--- src/rtl/softmax_data_server.sv ---
// Responder end of the STAR input fetch interface: buffers one softmax vector from a host load
// port and serves one-cycle-latency reads. Define SOFTMAX_SRV_MAX_EN to add the running max xmax.
module softmax_data_server #(
  parameter int unsigned DEPTH = 256,
  parameter int unsigned AW    = 9,
  parameter int unsigned DW    = 8
) (
  input  logic          clk,
  input  logic          reset,
  input  logic          ld_valid,
  output logic          ld_ready,
  input  logic [DW-1:0] ld_data,
  input  logic          ld_last,
  input  logic          data_req,
  input  logic [AW-1:0] data_addr,
  output logic [DW-1:0] data,
  output logic          data_valid,
  input  logic          finish,
  output logic          buf_full,
  output logic [AW-1:0] vec_len,
  output logic          addr_err
`ifdef SOFTMAX_SRV_MAX_EN
  ,
  output logic signed [DW-1:0] xmax
`endif
);

  localparam int unsigned   IW      = (DEPTH > 1) ? $clog2(DEPTH) : 1;
  localparam logic [AW-1:0] LastIdx = AW'(DEPTH - 1);

  typedef enum logic [1:0] {StEmpty, StLoad, StServe} state_e;

  state_e        state_q, state_d;
  logic [AW-1:0] wr_ptr_q, wr_ptr_d;
  logic [AW-1:0] vec_len_q, vec_len_d;
  logic          ld_ready_q, ld_ready_d;
  logic [DW-1:0] data_q, data_d;
  logic          data_valid_q, data_valid_d;
  logic          addr_err_q, addr_err_d;
  logic [DW-1:0] mem [DEPTH];
  logic          ld_acc, rd_en, rd_in_range;

  assign ld_acc      = ld_valid & ld_ready_q;
  assign rd_en       = data_req & (state_q == StServe);
  assign rd_in_range = data_addr < vec_len_q;

  always_comb begin
    state_d      = state_q;
    wr_ptr_d     = wr_ptr_q;
    vec_len_d    = vec_len_q;
    addr_err_d   = addr_err_q;
    data_valid_d = rd_en;
    data_d       = '0;
    if (rd_en && rd_in_range) data_d = mem[data_addr[IW-1:0]];
    case (state_q)
      StEmpty, StLoad: begin
        // wr_ptr is 0 in StEmpty, so both load states share the write path
        if (ld_acc) begin
          wr_ptr_d = wr_ptr_q + 1'b1;
          if (ld_last || wr_ptr_q == LastIdx) begin
            state_d   = StServe;
            vec_len_d = wr_ptr_q + 1'b1;
          end else begin
            state_d = StLoad;
          end
        end
      end
      StServe: begin
        if (rd_en && !rd_in_range) addr_err_d = 1'b1;
        if (finish) begin
          state_d    = StEmpty;
          wr_ptr_d   = '0;
          vec_len_d  = '0;
          addr_err_d = 1'b0;
        end
      end
      default: state_d = StEmpty;
    endcase
    // Registered so ld_ready falls the cycle after the final beat is accepted
    ld_ready_d = (state_d != StServe);
  end

  always_ff @(posedge clk or negedge reset) begin
    if (!reset) begin
      state_q      <= StEmpty;
      wr_ptr_q     <= '0;
      vec_len_q    <= '0;
      ld_ready_q   <= 1'b0;
      data_q       <= '0;
      data_valid_q <= 1'b0;
      addr_err_q   <= 1'b0;
    end else begin
      state_q      <= state_d;
      wr_ptr_q     <= wr_ptr_d;
      vec_len_q    <= vec_len_d;
      ld_ready_q   <= ld_ready_d;
      data_q       <= data_d;
      data_valid_q <= data_valid_d;
      addr_err_q   <= addr_err_d;
    end
  end

  always_ff @(posedge clk) begin
    if (ld_acc) mem[wr_ptr_q[IW-1:0]] <= ld_data;
  end

  assign ld_ready   = ld_ready_q;
  assign data       = data_q;
  assign data_valid = data_valid_q;
  assign buf_full   = (state_q == StServe);
  assign vec_len    = vec_len_q;
  assign addr_err   = addr_err_q;

`ifdef SOFTMAX_SRV_MAX_EN
  localparam logic signed [DW-1:0] XMin = {1'b1, {(DW-1){1'b0}}};

  logic signed [DW-1:0] xmax_q, xmax_d, xbase;

  always_comb begin
    xbase  = (state_q == StEmpty) ? XMin : xmax_q;
    xmax_d = xmax_q;
    if (state_q == StEmpty) xmax_d = XMin;
    if (ld_acc) xmax_d = ($signed(ld_data) > xbase) ? $signed(ld_data) : xbase;
  end

  always_ff @(posedge clk or negedge reset) begin
    if (!reset) xmax_q <= XMin;
    else        xmax_q <= xmax_d;
  end

  assign xmax = xmax_q;
`endif

endmodule
--- config.mk ---
export PLATFORM = sky130hd
export DESIGN_NAME = softmax_data_server
export DESIGN_NICKNAME = d
export VERILOG_FILES = /design/src/rtl/softmax_data_server.sv
export SDC_FILE = /design/constraint.sdc
export NUM_CORES = 2
export LEC_CHECK = 0
export CORE_MARGIN = 2
export CORE_UTILIZATION = 45
export DETAILED_ROUTE_END_ITERATION = 7
export GPL_TIMING_DRIVEN = 0
export PLACE_DENSITY_LB_ADDON = 0.08
export SLEW_MARGIN = 20
export SYNTH_ARGS = -nofsm -noshare
export SYNTH_HDL_FRONTEND = slang
export SYNTH_SLANG_ARGS = --single-unit
export TNS_END_PERCENT = 20
--- constraint.sdc ---
create_clock -name clk -period 4.5 [get_ports clk]
set_input_delay 0.45 -clock clk [delete_from_list [all_inputs] [get_ports clk]]
set_output_delay 0.45 -clock clk [all_outputs]
set_load 0.005 [all_outputs]
* Word level (Yosys, flattened, before mapping) *
Memory sizes are Yosys's and may differ from the RTL's.
Cells that the tools add are included.

word-level totals
  bits in registers = 31
  memory bits (writable) = 2048
  output and inout port bits = 21
  memories = 1
  bits of input ports = 23
  logic and storage cells = 45

operators by class
  mux-type cells = 15
  equal/unequal tests = 7
  reductions and logical operators = 11
  bitwise logic cells = 2
  order comparisons = 1
  $add $sub $neg = 1

memory list
  memory  words  bits a word  rd ports  clocked after Yosys merged registers in  write ports  RTL line  source
  mem     256    8            1         0                                        1            40        logic [DW-1:0] mem [DEPTH];

operators with widths
  operator               number
  $mux W9                4
  $pmux W9 S2            2
  $add A9 B1 Y9 const B  1
  $eq A9 B8 Y1 const B   1
  $lt A9 B9 Y1           1
  $mux W8                1
  $ne A2 B2 Y1 const B   4
  $mux W2                3
  $mux W1                4
  $pmux W2 S2            1
  $reduce_and A4 Y1      1
  $reduce_bool A2 Y1     2
  $reduce_and A3 Y1      1
  $and A1 B1 Y1          2
  $eq A2 B1 Y1 const B   1
  $eq A2 B2 Y1 const B   1
  $logic_and A1 B1 Y1    2
  $logic_not A2 Y1       1
  $reduce_and A2 Y1      1
  $reduce_or A2 Y1       1
  $logic_not A1 Y1       1
  $logic_or A1 B1 Y1     1

* Logic depth before layout (Yosys ltp) *
  word-level depth = 6
  depth in mapped cells = 13
  depth with buffers taken out = 10

* Worst setup path before layout *
Ideal clock, no wire load.

  path kind = input to register
  start = input port data_addr[0]
  end = register data_q[3] (netlist: data[3])
  path buffers = 4
  setup slack = 2036 ps
  data arrival time = 2341 ps
  stages on the path = 10
  required time = 4377 ps
  setup time = 123 ps
  cell sequence = buf_6 -> buf_12 -> buf_6 -> buf_6 -> mux4_2 -> a22oi_1 -> nand2_1 -> a2111oi_0 -> o21ai_1 -> o2bb2ai_1

on the way
  word-level cells in the longest chain between the ends = 3
  elaborated cells on any way between the ends = 4

ends and longest elaborated chain
  element                                                                  RTL line  source
  from (decl)                                                              15        input logic [AW-1:0] data_addr,
  parallel branches: the longest is 2 deep, another holds $mem_v2 Z256 W8  -
  $mux W8 *                                                                54        if (rd_en && rd_in_range) data_d = mem[data_addr[IW-1:0]];
  net data_d[3]                                                            37        logic [DW-1:0] data_q, data_d;
  to (signal assigned)                                                     97        data_q <= data_d;
  to (decl)                                                                37

Mark *: on every way through the listed nets, which the timed path passes.
A chain may end at the register's enable or synchronous reset.

* Final worst setup path *
  start = input port data_addr[2]
  end = register data_q[2] (netlist: data[2])

Same word-level chain as after synthesis.

==> metrics.md <==
| Metric | Value |
|---|---|
| Failing checks | `design-rule violations, negative setup slack` |
| Worst-Margin Slew | `1.341 ns` |
| Fin crit share | `109.8%` |
| Net Sw Frac | `25.23%` |
| Hpwl dp | `244,700 um` |
| Clk_lat worst skew | `0.88 ns` |
| Setup violators final | `8` |
| Worst-case clock buffer depth | `3` |
| Layout Area Growth over Synthesis | `14.82%` |
| Final min period | `4.940 ns` |
| CTS Sinks | `2,079` |
| Status | `complete, but fails checks` |
| CP Max Fanout | `10` |
| Global-route wire length before repair | `474,800 um` |
| Pin count of the biggest net entering global routing | `117` |
| Initial Utilization | `45.34%` |
| Crit. End Element | `register` |
| Share of cells above drive strength 1 | `19.45%` |
| Fillers | `14.56k` |
| Critical Path RT | `5.18 ns` |
| Slew headroom | `10.63%` |
| # H-tree levels | `4` |
| DR vias/cell | `7.109` |
| Flops & latches, synth | `2,079` |
| Cell variety after synth | `73` |
| Drt total wl | `374,600 um` |
| Sequential Area | `62,270 sq um` |
| RSZ-0062 raised after global routing | `false` |
| Mapped Area | `82,120 sq um` |
| Worst EP arrival | `5.62 ns` |
| Biggest area consumer among synthesized cells | `edfxtp_1` |
| CTS clock-pin slew for the worst setup and hold paths | `0.06 ns` |
| CTS Root Cell | `clkbuf_16` |
| Leakage | `0.03058 uW` |
| P_int | `31,940 uW` |
| Die area | `185,900 sq um` |
| Clk pwr share | `40.4%` |
| Max-cap violations | `0` |
| Vias in the first global route | `46.44k` |
| CORE AREA | `181,100 sq um` |
| PortBufs | `42` |
| Synth warnings | `0` |
| DRC Markers | `2` |
| Reg power frac | `50.2%` |
| Final nets | `4,623` |
| CP Launch Type | `input pin` |
| Post-synthesis net count | `4,286` |
| Die X-Extent | `431.2 um` |
| GPL Wtd Cong | `1.017` |
| Asr flop ratio synth | `1.491%` |
| Kind of critical path | `in -> reg` |
| Sequential area share after synthesis | `75.84%` |
| Post-synth top area share | `74.89%` |
| Power share of the combinational group | `9.4%` |
| Final ANT Viol Nets | `0` |
| Vias | `50.91k` |
| Cells after Synth | `4,250` |
| Power density over the cells | `453.0 nW/um^2` |
| Fmax | `202.4 MHz` |
| GRT Resource Usage Total | `40.10%` |
| Final Slew Violations | `0` |
| EDFF count, synth | `2,048` |
| 1st-iter DRT viols | `10.32k` |
| Initial antenna violation count | `37` |
| Setup Skew | `0.03011 ns` |
| Avg Inst Size Synth | `19.32 sq um` |
| Top post-synthesis cells by area | `edfxtp_1 75%, mux4_2 8.0%, mux2i_1 5.2%, a221oi_1 1.6%, nor2_1 1.4%` |
| DR WL/cell | `52.30 um` |
| Drt pass-1 iters | `8` |
| FP Rows | `156` |
| Post-route setup slack | `-0.4398 ns` |
| Switching pwr | `10,780 uW` |
| Io pins | `44` |
| Multi-input logic area | `18,170 sq um` |
| GR Overflow Total | `0` |
| Post-layout util | `52.05%` |
| Setup_tns | `-2.534 ns` |
| Final hold vios | `0` |
| Ys flop type | `edfxtp_1` |
| Worst min-delay path class | `in -> reg` |
| CTS buffer count | `214` |
| DIE HEIGHT | `431.2 um` |
| Maximum vdd drop | `0.0003540 V` |
| CTS tree | `yes` |
[metrics by stage]
| stage | power (uW) | worst slack, ns | hold slack [ns] | cells | instance area, sq um |
|---|---|---|---|---|---|
| after floorplan | 23190 | 2.036 | 0.1544 | 4250 | 82120 |
| after global placement | 25600 | -5.729 | 0.4697 | 6662 | 85500 |
| after detailed placement | 25590 | -1.949 | 0.3850 | 6733 | 87480 |
| after CTS | 42330 | 0.03332 | 0.01110 | 7129 | 94160 |
| after global routing | 43210 | 0.01181 | 0.04798 | 7133 | 94220 |
| final | 42720 | -0.4398 | 0.01841 | 7162 | 94290 |
[logic make-up after synthesis]
| logic type | synth area share (%) |
|---|---|
| AOI/OAI and AO/OA | 5.107 |
| muxes | 13.77 |
| buffers and inverters | 2.119 |
| adders and majority gates | 0.1981 |
| and+or+nand+nor | 2.907 |
| DFF | 75.84 |
| xor gates and xnor gates | 0.06399 |
[cell usage after synthesis (33+ instances only)]
cell type,count
mux2i_1,426
nand3_1,55
mux4_2,292
clkbuf_1,128
a221oi_1,146
a21oi_1,73
nand2_1,80
buf_4,33
a22oi_1,46
edfxtp_1,2048
buf_6,48
nor2_1,297
o21ai_0,109
nor3_1,37
[cells in the final DEF (no fill, tap or decap), types with 31 or more instances in the layout]
cell,instances
clkinv_1,47
nor3_1,34
buf_2,32
clkbuf_1,97
buf_6,52
nand3_1,55
edfxtp_1,2048
nor2_1,294
dfrtp_1,31
a221o_1,32
nand2_1,80
a221oi_1,145
mux2i_1,426
clkdlybuf4s50_1,33
o21ai_0,109
diode_2,32
a21oi_1,71
a22oi_1,46
clkbuf_16,218
mux4_2,292
clkbuf_2,97
buf_4,41
buf_16,47
[state kept, by name, summed over array words and instances (netlist names)]
register	count
wr_ptr_q	9
ld_ready	1
mem	2048
vec_len	9
state_q	2
data	8
addr_err	1
data_valid	1
[worst paths after layout]
| kind | start | end | slack, ns | depth (start not counted) |
|---|---|---|---|---|
| worst min-delay path | ld_data[6] | mem[213][6] | 0.02 | 1 |
| min in group asynchronous | reset | vec_len[7] | 0.52 | 3 |
| worst min register to register | wr_ptr_q[8] | wr_ptr_q[8] | 0.48 | 2 |
| worst max-delay path | data_addr[2] | data[2] | -0.44 | 12 |
| max in group asynchronous | reset | state_q[0] | 3.06 | 4 |
| worst max register to register | wr_ptr_q[0] | mem[75][4] | 0.64 | 5 |
[power groups by stage]
stage,Clock [uW],Combinational (uW),Sequential (uW)
2_1_floorplan,0,1340,21900
3_3_place_gp,0,3480,22100
3_5_place_dp,0,3720,21900
4_1_cts,17100,3740,21500
5_1_grt,17900,3870,21500
6_report,17300,4000,21500
[cell type report]
type,count,share of cell area [%]
clock inverter,97,0.8095
tap,2370,3.145
timing repair buffer,121,2.444
sequential,2079,66.05
multi-input combinational,1886,19.28
inverter,20,0.08095
antenna,32,0.08493
clock buffer,292,6.144
buffer,265,1.969
[repair_timing]
| action | CTS | global route |
|---|---|---|
| pin swaps | 0 | 0 |
| resized for setup | 17 | 3 |
| endpoints found under the setup margin | 7 | 2 |
| hold buffers | 7 | 0 |
| endpoints found under the hold margin | 159 | 0 |
| setup buffers | 0 | 0 |
[layer usage]
| metal | GRT usage (%) | routed length (um) |
|---|---|---|
| met1 | 51.03 | 132900 |
| met2 | 55.13 | 154300 |
| met3 | 16.35 | 53530 |
| met4 | 29.45 | 33810 |
| met5 | 0 | 112 |
[worst max-delay path, stage by stage]
cell,delay [ns]
clkdlybuf4s50_1,0.70
buf_2,0.67
nor2b_1,0.22
buf_2,0.46
buf_4,0.48
buf_4,0.47
a221oi_1,0.22
o31ai_1,0.28
a21oi_1,0.07
nor2_1,0.44
nand4_1,0.54
a32o_1,0.57
Power figures use the tool's default switching activity.
